==> config.mk <==
export PLATFORM = sky130hd
export DESIGN_NAME = scan_matrix_p
export DESIGN_NICKNAME = d
export VERILOG_FILES = /design/src/rtl/scan_matrix_p_pkg.sv /design/src/rtl/scan_matrix_p_debounce.sv /design/src/rtl/scan_matrix_p.sv
export SDC_FILE = /design/constraint.sdc
export NUM_CORES = 1
export LEC_CHECK = 0
export ABC_AREA = 1
export CELL_PAD_IN_SITES_DETAIL_PLACEMENT = 1
export CELL_PAD_IN_SITES_GLOBAL_PLACEMENT = 1
export CORE_MARGIN = 5
export CORE_UTILIZATION = 23
export DETAILED_ROUTE_END_ITERATION = 8
export PLACE_DENSITY = 0.59
export SLEW_MARGIN = 20
export SYNTH_ARGS = -nofsm -noshare
export SYNTH_HDL_FRONTEND = slang
export SYNTH_SLANG_ARGS = --single-unit
==> constraint.sdc <==
create_clock -name clk -period 4.43 [get_ports clk]
set_input_delay 0.443 -clock clk [delete_from_list [all_inputs] [get_ports clk]]
set_output_delay 0.443 -clock clk [all_outputs]
set_load 0.02 [all_outputs]
==> src/rtl/scan_matrix_p_pkg.sv <==
// Shared front-panel parameters package.
// Holds the default scan/debounce parameters, the sequencer state type and
// a helper that sizes index/counter fields for the matrix blocks.
package scan_matrix_p_pkg;

  localparam int unsigned DEF_N_ROWS   = 3;
  localparam int unsigned DEF_N_LAMPS  = 13;
  localparam int unsigned DEF_N_SENSE  = 4;
  localparam int unsigned DEF_DWELL    = 4096;
  localparam int unsigned DEF_BLANK    = 64;
  localparam int unsigned DEF_DEBOUNCE = 4;

  // Debounce counter width; DEBOUNCE is limited to 1..15.
  localparam int unsigned DB_CNT_W = 4;

  typedef enum logic {
    ST_BLANK = 1'b0,
    ST_DRIVE = 1'b1
  } scan_state_e;

  // Width of a field that must hold 0..n-1 (never narrower than 1 bit).
  function automatic int unsigned idx_w(input int unsigned n);
    return (n > 1) ? $clog2(n) : 1;
  endfunction

endpackage

==> src/rtl/scan_matrix_p_debounce.sv <==
// Per-switch debounce cell.
// Ports:
//   clk_i    - system clock
//   rst_ni   - asynchronous active-low reset
//   en_i     - one-clock strobe: sample_i is a valid frame sample
//   sample_i - synchronised switch sample, 1 = closed
//   state_o  - debounced level, 1 = closed
//   press_o  - one-clock pulse on an accepted open-to-closed change
module switch_debounce
  import scan_matrix_p_pkg::*;
#(
  parameter int unsigned DEBOUNCE = DEF_DEBOUNCE
) (
  input  logic clk_i,
  input  logic rst_ni,
  input  logic en_i,
  input  logic sample_i,
  output logic state_o,
  output logic press_o
);

  logic [DB_CNT_W-1:0] cnt_q, cnt_d;
  logic                state_q, state_d;
  logic                press_q, press_d;

  always_comb begin
    cnt_d   = cnt_q;
    state_d = state_q;
    if (en_i) begin
      if (sample_i == state_q) begin
        cnt_d = '0;
      end else if (cnt_q + DB_CNT_W'(1) == DB_CNT_W'(DEBOUNCE)) begin
        state_d = ~state_q;
        cnt_d   = '0;
      end else begin
        cnt_d = cnt_q + DB_CNT_W'(1);
      end
    end
    press_d = state_d & ~state_q;
  end

  always_ff @(posedge clk_i or negedge rst_ni) begin
    if (!rst_ni) begin
      cnt_q   <= '0;
      state_q <= 1'b0;
      press_q <= 1'b0;
    end else begin
      cnt_q   <= cnt_d;
      state_q <= state_d;
      press_q <= press_d;
    end
  end

  assign state_o = state_q;
  assign press_o = press_q;

endmodule

==> src/rtl/scan_matrix_p.sv <==
// Multiplexed lamp/switch matrix scanner.
// Each row gets BLANK clocks with everything off, then DWELL clocks with its
// strobe and lamp columns driven; switch senses are sampled on the last
// DRIVE clock and debounced per switch across frames.
// Ports:
//   clk       - system clock
//   reset     - asynchronous active-low reset
//   lamp_data - lamp image, row r at [r*N_LAMPS +: N_LAMPS], 1 = lit
//   SC        - raw active-low switch senses (asynchronous)
//   LR        - one-hot row strobe during DRIVE
//   LC        - lamp columns of the strobed row
//   sw_state  - debounced switch levels, 1 = closed
//   sw_press  - one-clock press pulses
//   frame     - one-clock pulse when the last row finishes DRIVE
module scan_matrix_p
  import scan_matrix_p_pkg::*;
#(
  parameter int unsigned N_ROWS   = DEF_N_ROWS,
  parameter int unsigned N_LAMPS  = DEF_N_LAMPS,
  parameter int unsigned N_SENSE  = DEF_N_SENSE,
  parameter int unsigned DWELL    = DEF_DWELL,
  parameter int unsigned BLANK    = DEF_BLANK,
  parameter int unsigned DEBOUNCE = DEF_DEBOUNCE
) (
  input  logic                        clk,
  input  logic                        reset,
  input  logic [N_ROWS*N_LAMPS-1:0]   lamp_data,
  input  logic [N_SENSE-1:0]          SC,
  output logic [N_ROWS-1:0]           LR,
  output logic [N_LAMPS-1:0]          LC,
  output logic [N_ROWS*N_SENSE-1:0]   sw_state,
  output logic [N_ROWS*N_SENSE-1:0]   sw_press,
  output logic                        frame
);

  localparam int unsigned RW = idx_w(N_ROWS);
  localparam int unsigned CW = idx_w(DWELL);

  scan_state_e         state_q, state_d;
  logic [RW-1:0]       row_q, row_d;
  logic [CW-1:0]       cnt_q, cnt_d;
  logic                last_drive, wrap;
  logic [N_ROWS-1:0]   lr_q, lr_d;
  logic [N_LAMPS-1:0]  lc_q, lc_d;
  logic                frame_q;
  logic [N_SENSE-1:0]  sync1_q, sync2_q;
  logic [N_ROWS-1:0]   row_en;

  always_comb begin
    state_d    = state_q;
    row_d      = row_q;
    cnt_d      = cnt_q + CW'(1);
    last_drive = 1'b0;
    wrap       = 1'b0;
    unique case (state_q)
      ST_BLANK: begin
        if (cnt_q == CW'(BLANK - 1)) begin
          state_d = ST_DRIVE;
          cnt_d   = '0;
        end
      end
      ST_DRIVE: begin
        if (cnt_q == CW'(DWELL - 1)) begin
          last_drive = 1'b1;
          state_d    = ST_BLANK;
          cnt_d      = '0;
          if (row_q == RW'(N_ROWS - 1)) begin
            row_d = '0;
            wrap  = 1'b1;
          end else begin
            row_d = row_q + RW'(1);
          end
        end
      end
      default: begin
        state_d = ST_BLANK;
        cnt_d   = '0;
      end
    endcase
  end

  // Outputs are decoded from the next state so the registered strobe and
  // columns line up exactly with the state register's BLANK/DRIVE phases.
  always_comb begin
    lr_d   = '0;
    lc_d   = '0;
    row_en = '0;
    for (int unsigned r = 0; r < N_ROWS; r++) begin
      if (state_d == ST_DRIVE && row_d == RW'(r)) begin
        lr_d[r] = 1'b1;
        lc_d    = lamp_data[r*N_LAMPS +: N_LAMPS];
      end
      row_en[r] = last_drive && (row_q == RW'(r));
    end
  end

  always_ff @(posedge clk or negedge reset) begin
    if (!reset) begin
      state_q <= ST_BLANK;
      row_q   <= '0;
      cnt_q   <= '0;
      lr_q    <= '0;
      lc_q    <= '0;
      frame_q <= 1'b0;
      sync1_q <= '0;
      sync2_q <= '0;
    end else begin
      state_q <= state_d;
      row_q   <= row_d;
      cnt_q   <= cnt_d;
      lr_q    <= lr_d;
      lc_q    <= lc_d;
      frame_q <= wrap;
      sync1_q <= SC;
      sync2_q <= sync1_q;
    end
  end

  assign LR    = lr_q;
  assign LC    = lc_q;
  assign frame = frame_q;

  for (genvar r = 0; r < N_ROWS; r++) begin : g_row
    for (genvar s = 0; s < N_SENSE; s++) begin : g_sense
      switch_debounce #(
        .DEBOUNCE (DEBOUNCE)
      ) u_db (
        .clk_i    (clk),
        .rst_ni   (reset),
        .en_i     (row_en[r]),
        .sample_i (~sync2_q[s]),
        .state_o  (sw_state[r*N_SENSE + s]),
        .press_o  (sw_press[r*N_SENSE + s])
      );
    end
  end

endmodule
==> results.md, run 1 <==
* Status: completed
* WP data required at between 4000 and 5000 ps
* Critical path launch point type: register
* Antenna violations before repair at 0
* Max-cap violations at 0
* Worst Hold Class: primary input to async pin
* Port Buffers at 85
* Largest family of logic cells by synthesized area: simple AND/OR/NAND/NOR gates
* Antenna Cells at 0
* CP delay by family, top: simple AND/OR/NAND/NOR gates
* Mapped Nets at around 640
* CTS tree: built
* Vias/cell at around 4.2
* Row cnt at 56
* Slew @ Worst Pin at slightly below 700 ps
* Layout cells sized above 1 at 0.0797
* Yosys warning total at 0
* Fin. max-slew vios at 0
* Fraction of the mapped netlist area in simple logic gates at 0.244
* Final setup margin at 2160 ps
* GRT Total Usage at 0.102
* DRT iter0 DRCs at ~130
* Pwr dens at 293 nW/µm²
* Die footprint at ~27,000 µm²
* RD Place Congestion at 0.740
* R2r setup slk at 2160 ps
* Max rail drop VDD at around 190 µV
* CTS Buffer Depth at 2
* Gate Count Post-Synth at slightly below 600
* Leak at 3.08 nW
* Layout area overhead at 24.0%
* CTS H-tree depth at 3
* # setup viols final at 0
* DRC violations left at 0
* Hpwl dp at 9350 µm
* Synth Area per Inst at about 9.4 µm²
* Critical path endpoint category: register
* Final Skew at approximately 9.8 ps
* Worst skew pair latency at 360 ps
* Sequential area share after synthesis at 0.513
* IO Count at 86
* CP Max Fanout at 21
* Setup TNS Final at 0 ps
* Final Core Density at 0.289
* Fin crit period at about 2300 ps
* Commonest non-fill, non-tap cell in the layout: dfrtp_1
* Core Region at approximately 23,000 µm²
* Synth Area in XOR/XNOR at 0.0578
* Fmax at between 400 and 500 MHz
* RSZ-0062 raised after global routing: no
* Clk root buf: clkbuf_16
* TritonCTS sink count at about 110
* Worst path most repeated cell: nand2_2
* WL/cell at 13.3 µm
* Setup Fix Bufs, Post-CTS at 0
* Cell variety after synth at 33
* Worst endpoint data arrival time at about 2500 ps
* Worst relative slew slack at 0.552
* Post_cts resized at 0
* Commonest non-fill, non-tap cells in the layout: 112 x dfrtp_1, 84 x clkdlybuf4s50_1, 82 x nand3_1
* Starting Density at 0.233
* Die H at approximately 160 µm
* Hold Fails Final Rpt at 0
* Critical path, cell by cell: ha_1, nand2_2, nor2_4, nand3_1, nor2_2, nand2_2, inv_1, nand2_1, nor3_1
* First-pass GRT wire length at around 22,000 µm
* Max incr delay on CP at around 440 ps
* Largest net degree at the start of global routing at 53
* Crit-path slowest cell: inv_1
* Fillers at roughly 2,800
* Pre-CTS setup slack at approximately 2100 ps
* ANT nets after route at 0
* Flops & latches, synth at about 110
* Part of the cycle the worst path needs at 0.512
* CP bufs+invs at 1
* Hold_buf cts at 0
* CTS buffer count at 9
* Layout Nets at between 600 and 700
* Vias in the first global route at between 4,000 and 5,000
* Setup Crit Path Kind: register to register
* Clock transition at path regs at about 80 ps
* Gr ovfl total at 0
* Vias at 4,037
* Post-synthesis compound-gate area fraction at 0.0612
* DRT Pass-1 Iters at 4
* Final WL at approximately 13,000 µm
* Mapped Area at about 5500 µm²
* Die width at between 150 and 200 µm
* Multiplexer area fraction after synthesis at 0
* Synth Area in Adders at 0.0344
[flip-flops by register name (all words and copies together), names as in the netlist]
register	cells
sync1_q	4
row_q	2
sync2_q	4
frame	1
LC	13
state_q	1
g_row.g_sense.u_db.press_o	12
LR	3
g_row.g_sense.u_db.cnt_q	48
cnt_q	12
g_row.g_sense.u_db.state_o	12
[worst reg2reg max path, delay by kind of cell, from the launching register on]
kind / cells / cell delay, ps
and+or+nand+nor: 7 / 1110
buffers and inverters: 1 / 440
DFF: 1 / 400
adders and majority gates: 1 / 230
[layer usage]
layer	share of wire	global-route usage
met1	0.47	0.132
met2	0.44	0.156
met3	0.081	0.0442
met4	0.014	0.0309
met5	0	0
[synth_stat cells]
cell,number,area share
a21oi_1,3,0.0027
inv_4,1,0.0011
nor2_8,2,0.0073
nand2_2,5,0.0057
o21ai_0,36,0.033
inv_2,3,0.0021
nor3_1,10,0.0092
nand4_4,1,0.0039
ha_1,15,0.034
nor3_2,3,0.0055
dfrtp_1,112,0.51
buf_6,3,0.0062
buf_4,25,0.034
xor2_1,27,0.043
nand4_1,19,0.022
a22o_1,4,0.0064
xnor2_1,9,0.014
nand3b_1,4,0.0055
nor2_1,31,0.021
inv_1,50,0.034
o21ai_1,14,0.013
nor2_2,2,0.0023
nand3_2,1,0.0018
nand3_1,82,0.075
or2_1,7,0.0080
o21ai_2,1,0.0016
nand2_1,78,0.054
clkbuf_1,5,0.0034
buf_2,8,0.0073
or2_2,4,0.0046
o22ai_1,4,0.0046
nand2_4,4,0.0083
nor2_4,5,0.010
[area by class of cell]
type                       count  area [µm²]  share of cell area
clock buffer                   9         225              0.0333
multi-input combinational    371        2170               0.321
inverter                      54         205              0.0303
sequential                   112        2800               0.414
timing repair buffer          87         863               0.128
tap                          319         399              0.0590
clock inverter                 7         100              0.0148
[where the power goes]
part	internal [mW]	total [mW]	switching, mW
registers	1.02	1.03	0.00779
logic	0.0384	0.0716	0.0332
clock network	0.458	0.881	0.423
total	1.52	1.99	0.464
[path summary, 6_finish.rpt]
path,from,to,depth (start not counted)
worst max-delay path,cnt_q[0],g_row[1].g_sense[3].u_db.press_o,9
worst min-delay path,reset,g_row[2].g_sense[1].u_db.state_o,1
worst max register to register,cnt_q[0],g_row[1].g_sense[3].u_db.press_o,9
worst min register to register,sync1_q[2],sync2_q[2],0
max in group asynchronous,reset,LR[0],2
min in group clk,sync1_q[2],sync2_q[2],0
[cells by family after synthesis]
| family | count (synthesis) |
|---|---|
| fa+ha+maj | 15 |
| buf+inv | 95 |
| simple gates | 258 |
| compound gates | 62 |
| flops | 112 |
| xor+xnor | 36 |
[metrics by stage]
step	hold slack, ps	std cells	instance area (µm²)	power, mW
after detailed placement	336	943	6440	1.13
final	102	959	6770	1.99
after global placement	334	943	6440	1.13
after floorplan	147	578	5460	1.06
after global routing	146	959	6770	2.08
after CTS	128	959	6770	2.04
No activity file was read; power rests on OpenSTA's default activity.
==> inputs of run 2 (changes only) <==
==> constraint.sdc (replaced) <==
create_clock -name clk -period 2.4 [get_ports clk]
set_input_delay 0.24 -clock clk [delete_from_list [all_inputs] [get_ports clk]]
set_output_delay 0.24 -clock clk [all_outputs]
set_load 0.02 [all_outputs]
==> run 2 against run 1 <==
  * Count of clock-buffer cells in the layout is 4 higher
  * Clock power grew 85%
  * Cell area up 1.1%
  * Critical path type unchanged
  * Critical endpoint is now LC[1]
  * Largest cell class unchanged
  * Highest routed layer unchanged
==> results.md, run 2 (synthesis results as in run 1) <==
* Port Buffers at 85 (unchanged)
* Vias/cell at 4.23 (+0.47%)
* Design area at 6840 µm² (+1.1%)
* WL/cell at 13.2 µm (-1.3%)
* Reg2Reg Depth at 11 (+2)
* Die footprint at 26,900 µm² (unchanged)
* Commonest non-fill, non-tap cell in the layout: dfrtp_1
* Fin crit period at 2100 ps (-167 ps)
* CTS H-tree depth at 3 (unchanged)
* GRT Total Usage at 0.100 (-0.00178)
* Die H at 164 µm (unchanged)
* CTS tree: built
* Fmax at 476 MHz (+8.0%)
* CTS buffer count at 9 (unchanged)
* Largest register by flop count: g_row.g_sense.u_db.cnt_q
* Crit-path slowest cell: dfrtp_1
* Clk root buf: clkbuf_16
* TritonCTS sink count at 112 (unchanged)
* Pint at 2.91 mW (+92%)
* Die width at 164 µm (unchanged)
* Gr ovfl total at 0 (unchanged)
* Worst hold path cell count at 1
* Vias at 4,094 (+1.4%)
* Starting Density at 0.233 (unchanged)
* DRC violations left at 0 (unchanged)
* Setup TNS Final at 0 ps (unchanged)
* CP Max Fanout at 27 (+29%)
* Largest net degree at the start of global routing at 36 (-32%)
* Final Skew at 9.87 ps (+0.0569 ps)
* First-pass GRT wire length at 21,700 µm (-0.85%)
* Post_cts resized at 0 (unchanged)
* Pwr dens at 537 nW/µm² (+83%)
* # setup viols final at 0 (unchanged)
* Hold Fails Final Rpt at 0 (unchanged)
* Worst hold path endpoint: sync1_q[0]
* Clock transition at path regs at 80 ps (about the same)
* Worst Hold Class: primary input to register
* Layout area overhead at 25.3%
* Setup crit start: cnt_q[0]
* Part of the cycle the worst path needs at 0.875 (+0.363)
* Max-cap violations at 0 (unchanged)
* Commonest non-fill, non-tap cells in the layout: 112 x dfrtp_1, 84 x clkdlybuf4s50_1, 82 x nand3_1
* WP data required at 2700 ps (-2000 ps)
* Switching share of total power at 0.207 (-0.0271)
* Worst r2r dst: LC[1]
* Worst skew pair latency at 360 ps (about the same)
* Combinational fraction of design power at 0.038 (+0.002)
* Fillers at 2,723 (-1.4%)
* Layout Nets at 704 (+1.3%)
* Final WL at 12,700 µm (-0.36%)
* Setup Fix Bufs, Post-CTS at 0 (unchanged)
* Vias in the first global route at 4,393 (+1.4%)
* Net switching power at 0.758 mW (+64%)
* Critical path, cell by cell: ha_1, nand2_2, nor2_4, nand2_2, nor2_4, nand2_4, nand2_4, inv_2, nor2_8, nand3_1, nand3_1
* ANT nets after route at 0 (unchanged)
* Antenna Cells at 0 (unchanged)
* Worst endpoint data arrival time at 2400 ps (-130 ps)
* Critical path launch point type: register
* Antenna violations before repair at 0 (unchanged)
* Max rail drop VDD at 295 µV (+54%)
* Cell Area, Placed at 6510 µm² (+1.1%)
* Setup Crit Path Kind: register to register
* Core Region at 23,400 µm² (unchanged)
* Leak at 3.12 nW (+1.4%)
* Total power at 3.67 mW (+85%)
* Slew @ Worst Pin at 495 ps (-178 ps)
* Max incr delay on CP at 400 ps (-40 ps)
* RSZ-0062 raised after global routing: no
* Hpwl dp at 9390 µm (+0.51%)
* Layout cells sized above 1 at 0.0863 (+0.00660)
* HP Start: SC[0]
* Final Core Density at 0.292 (+0.00310)
* Sequential share of power at 0.519 (about the same)
* Status: completed
* Min Hold Slack at 321 ps (+220 ps)
* RR Startpoint: cnt_q[0]
* Clk pwr share at 0.443 (about the same)
* R2r setup slk at 300 ps (-1860 ps)
* Worst relative slew slack at 0.670 (+0.118)
* Row cnt at 56 (unchanged)
* CTS Buffer Depth at 2 (unchanged)
* DRT Pass-1 Iters at 4 (unchanged)
* RD Place Congestion at 0.746 (+0.81%)
* Max reg flops at 48 (unchanged)
* DRT iter0 DRCs at 108 (-18%)
* Fin. max-slew vios at 0 (unchanged)
* Critical path endpoint category: register
* IO Count at 86 (unchanged)
-- run 2: changes by cell type in the layout (fill, tap and decap cells not counted), sizes merged --
| cell | delta |
|---|---|
| buf | +8 |
| clkbuf | +4 |
| inv | -3 |
| clkinv | -2 |
| bufinv | +1 |
| dlygate4sd3 | +1 |
-- run 2: critical path, delay by kind of cell (launching register included) --
family                   cells  cell delay (ps)
AND/OR/NAND/NOR              9             1350
buffers and inverters        1               90
adder cells (fa/ha/maj)      1              210
flip-flops                   1              400
-- run 2: worst max-delay path by stage --
stage	endpoint	slack [ps]	cells after the start
after floorplan	g_row[1].g_sense[0].u_db.state_o	680	10
after global placement	LC[10]	390	11
after detailed placement	LC[1]	300	11
after CTS	LC[1]	280	11
after global routing	LC[1]	130	11
final	LC[1]	300	11
-- run 2: power by group through the flow --
stage / logic [mW] / registers (mW) / clock network (mW)
2_1_floorplan: 0.0255 / 1.93 / 0
3_3_place_gp: 0.144 / 1.94 / 0
3_5_place_dp: 0.143 / 1.94 / 0
4_1_cts: 0.145 / 1.91 / 1.71
5_1_grt: 0.157 / 1.91 / 1.77
6_report: 0.139 / 1.91 / 1.63
-- run 2: what timing repair did --
action / 4_1_cts / 5_1_grt
setup endpoints to repair: 0 / 0
hold buffers: 1 / 0
hold endpoints to repair: 30 / 0
-- run 2: final cells by class --
type                       instances  area (µm²)  area share
timing repair buffer              96         946       0.138
clock inverter                     3        65.1     0.00951
clock buffer                      13         250      0.0366
sequential                       112        2800       0.410
inverter                          54         205      0.0300
multi-input combinational        371        2170       0.317
tap                              319         399      0.0584
-- run 2: stage by stage --
step                setup slack (ps)  instances
floorplan                        680        578
global placement                 395        951
detailed placement               298        951
CTS                              284        968
global route                     126        968
finish                           301        968
-- run 2: routing by layer --
layer | up-vias | routed length (µm) | GRT usage
li1 | 2014 | - | -
met1 | 1984 | 5890 | 0.128
met2 | 87 | 5600 | 0.154
met3 | 9 | 1110 | 0.0467
met4 | 0 | 146 | 0.0263
met5 | - | 0 | 0
==> inputs of run 3 (changes only) <==
--- a/config.mk
+++ b/config.mk
@@ -6,9 +6,9 @@
 export NUM_CORES = 1
 export LEC_CHECK = 0
 export ABC_AREA = 1
+export CAP_MARGIN = 40
 export CELL_PAD_IN_SITES_DETAIL_PLACEMENT = 1
 export CELL_PAD_IN_SITES_GLOBAL_PLACEMENT = 1
-export CORE_MARGIN = 5
 export CORE_UTILIZATION = 23
 export DETAILED_ROUTE_END_ITERATION = 8
 export PLACE_DENSITY = 0.59
==> run 3 against run 2 <==
  * Die area down 9.5%
  * Fmax up 1.6%
  * Power down 5.2%
  * Register-to-register slack better by 30 ps
  * Sequential cell count unchanged
  * Final cell count down 0.31%
  * Combinational power down 3%
  * First-iteration DRC count up 35%
  * Sequential power about the same
  * Clock power down 12%
  * Via count down 1.5%
  * Utilization down 0.27 points
  * Largest power group unchanged
==> results.md, run 3 (synthesis results as in run 1) <==
* Status: completed
* Setup Fix Bufs, Post-CTS at 0 (unchanged)
* Leak at 3.08 nW (-1.3%)
* DRT iter0 DRCs at 146 (+35%)
* Worst hold path cell count at 1 (unchanged)
* Hold Fails Final Rpt at 0 (unchanged)
* Largest register by flop count: g_row.g_sense.u_db.cnt_q
* Max-cap violations at 0 (unchanged)
* Cell Area, Placed at 6490 µm² (-0.35%)
* Max reg flops at 48 (unchanged)
* Final Skew at 7.15 ps (-2.73 ps)
* Worst skew pair latency at 360 ps (about the same)
* Worst hold path endpoint: sync1_q[3]
* CTS buffer count at 9 (unchanged)
* CTS H-tree depth at 3 (unchanged)
* Clk root buf: clkbuf_16
* Fmax at 484 MHz (+1.6%)
* Vias at 4,032 (-1.5%)
* DRT Pass-1 Iters at 4 (unchanged)
* Die H at 156 µm (-4.9%)
* Commonest non-fill, non-tap cells in the layout: 112 x dfrtp_1, 84 x clkdlybuf4s50_1, 82 x nand3_1
* HP Start: SC[3]
* Post_cts resized at 0 (unchanged)
* Slew @ Worst Pin at 622 ps (+127 ps)
* Design area at 6780 µm² (-0.91%)
* Setup Crit Path Kind: register to register
* Fin crit period at 2070 ps (-32.3 ps)
* Vias in the first global route at 4,184 (-4.8%)
* Critical path launch point type: register
* Final setup margin at 333 ps (+32.3 ps)
* Fillers at 2,741 (+0.66%)
* CTS tree: built
* Final WL at 12,100 µm (-4.8%)
* Total power at 3.48 mW (-5.2%)
* Worst relative slew slack at 0.585 (-0.0844)
* Die footprint at 24,400 µm² (-9.5%)
* RD Place Congestion at 0.738 (-1.1%)
* Commonest non-fill, non-tap cell in the layout: dfrtp_1
* Setup TNS Final at 0 ps (unchanged)
* Hold_buf cts at 1 (unchanged)
* Reg2Reg Depth at 11 (unchanged)
* WP data required at 2690 ps (about the same)
* Critical path endpoint category: register
* Layout cells sized above 1 at 0.0851 (-0.00115)
* WL/cell at 12.6 µm (-4.5%)
* Layout Nets at 701 (-0.43%)
* Port Buffers at 85 (unchanged)
* Vias/cell at 4.18 (-1.2%)
* Antenna violations before repair at 0 (unchanged)
* IO Count at 86 (unchanged)
* Starting Density at 0.233 (unchanged)
* Max rail drop VDD at 249 µV (-16%)
* Layout area overhead at 24.1%
* Fin. max-slew vios at 0 (unchanged)
* R2r setup slk at 330 ps (+30 ps)
* RSZ-0062 raised after global routing: no
* Core Region at 23,400 µm² (unchanged)
* CTS Buffer Depth at 2 (unchanged)
* CP Max Fanout at 27 (unchanged)
* Antenna Cells at 0 (unchanged)
* Part of the cycle the worst path needs at 0.861 (-0.0134)
* ANT nets after route at 0 (unchanged)
* # setup viols final at 0 (unchanged)
* Gr ovfl total at 0 (unchanged)
* Die width at 156 µm (-4.9%)
* Clock transition at path regs at 80 ps (about the same)
* TritonCTS sink count at 112 (unchanged)
* Worst r2r dst: LC[5]
* Hpwl dp at 8660 µm (-7.8%)
* RR Startpoint: cnt_q[0]
* First-pass GRT wire length at 20,700 µm (-4.4%)
* Row cnt at 56 (unchanged)
* Largest net degree at the start of global routing at 113 (+210%)
* Pre-CTS setup slack at 320 ps (+21.6 ps)
* Worst endpoint data arrival time at 2360 ps (-40 ps)
* GRT Total Usage at 0.109 (+0.00807)
* DRC violations left at 0 (unchanged)
* Worst Hold Class: primary input to register
* Pwr dens at 514 nW/µm² (-4.3%)
## run 3: cell count changes in the layout (fill, tap and decap cells not counted), sizes merged
cell / previous run / this run
clkinvlp: 0 / 3
buf: 11 / 8
clkbuf: 13 / 11
clkinv: 1 / 2
bufinv: 2 / 0
## run 3: how the worst max path moves through the flow
stage             start                                to  slack, ps  cells after the start
6_report       cnt_q[0]                             LC[5]        330                     11
3_3_place_gp   cnt_q[0]                            LC[10]        420                     11
3_5_place_dp   cnt_q[0]                             LC[0]        320                     11
5_1_grt        cnt_q[0]                             LC[8]        100                     11
4_1_cts        cnt_q[0]                             LC[0]        300                     11
2_1_floorplan  cnt_q[0]  g_row[1].g_sense[0].u_db.state_o        680                     10
## run 3: where the power goes
group / internal [mW] / switching, mW / total (mW)
logic: 0.0733 / 0.0615 / 0.135
registers: 1.89 / 0.0141 / 1.91
clock network: 0.731 / 0.709 / 1.44
## run 3: area by class of cell
cell class,count,area (µm²),share of cell area
Timing Repair Buffer,93,923,0.136
Clock buffer,11,243,0.0358
Clock inverter,5,32.5,0.00480
Tap cell,319,399,0.0589
Inverter,54,205,0.0303
Multi-Input combinational cell,371,2170,0.320
Sequential cell,112,2800,0.414
## run 3: worst max-delay path, stage by stage, from the launching register on
cell and delay, ps:
dfrtp_1 390, ha_1 210, nand2_2 90, nor2_4 160, nand2_2 100, nor2_4 140, nand2_4 80, nand2_4 160
inv_2 90, nor2_8 320, nand3_1 140, nand3_1 110
## run 3: routing by layer
layer | track usage | vias to the layer above | wire length, µm
met5 | 0 | - | 0
met4 | 0.0317 | 0 | 171
met3 | 0.0486 | 14 | 924
met2 | 0.166 | 85 | 5350
met1 | 0.137 | 1926 | 5680
li1 | - | 2007 | -
## run 3: metrics by stage
stage	util	cells	hold WS [ps]
finish	0.290	965	314
detailed placement	0.277	948	336
floorplan	-	578	-55.6
global placement	0.277	948	334
global route	0.290	965	300
CTS	0.290	965	292
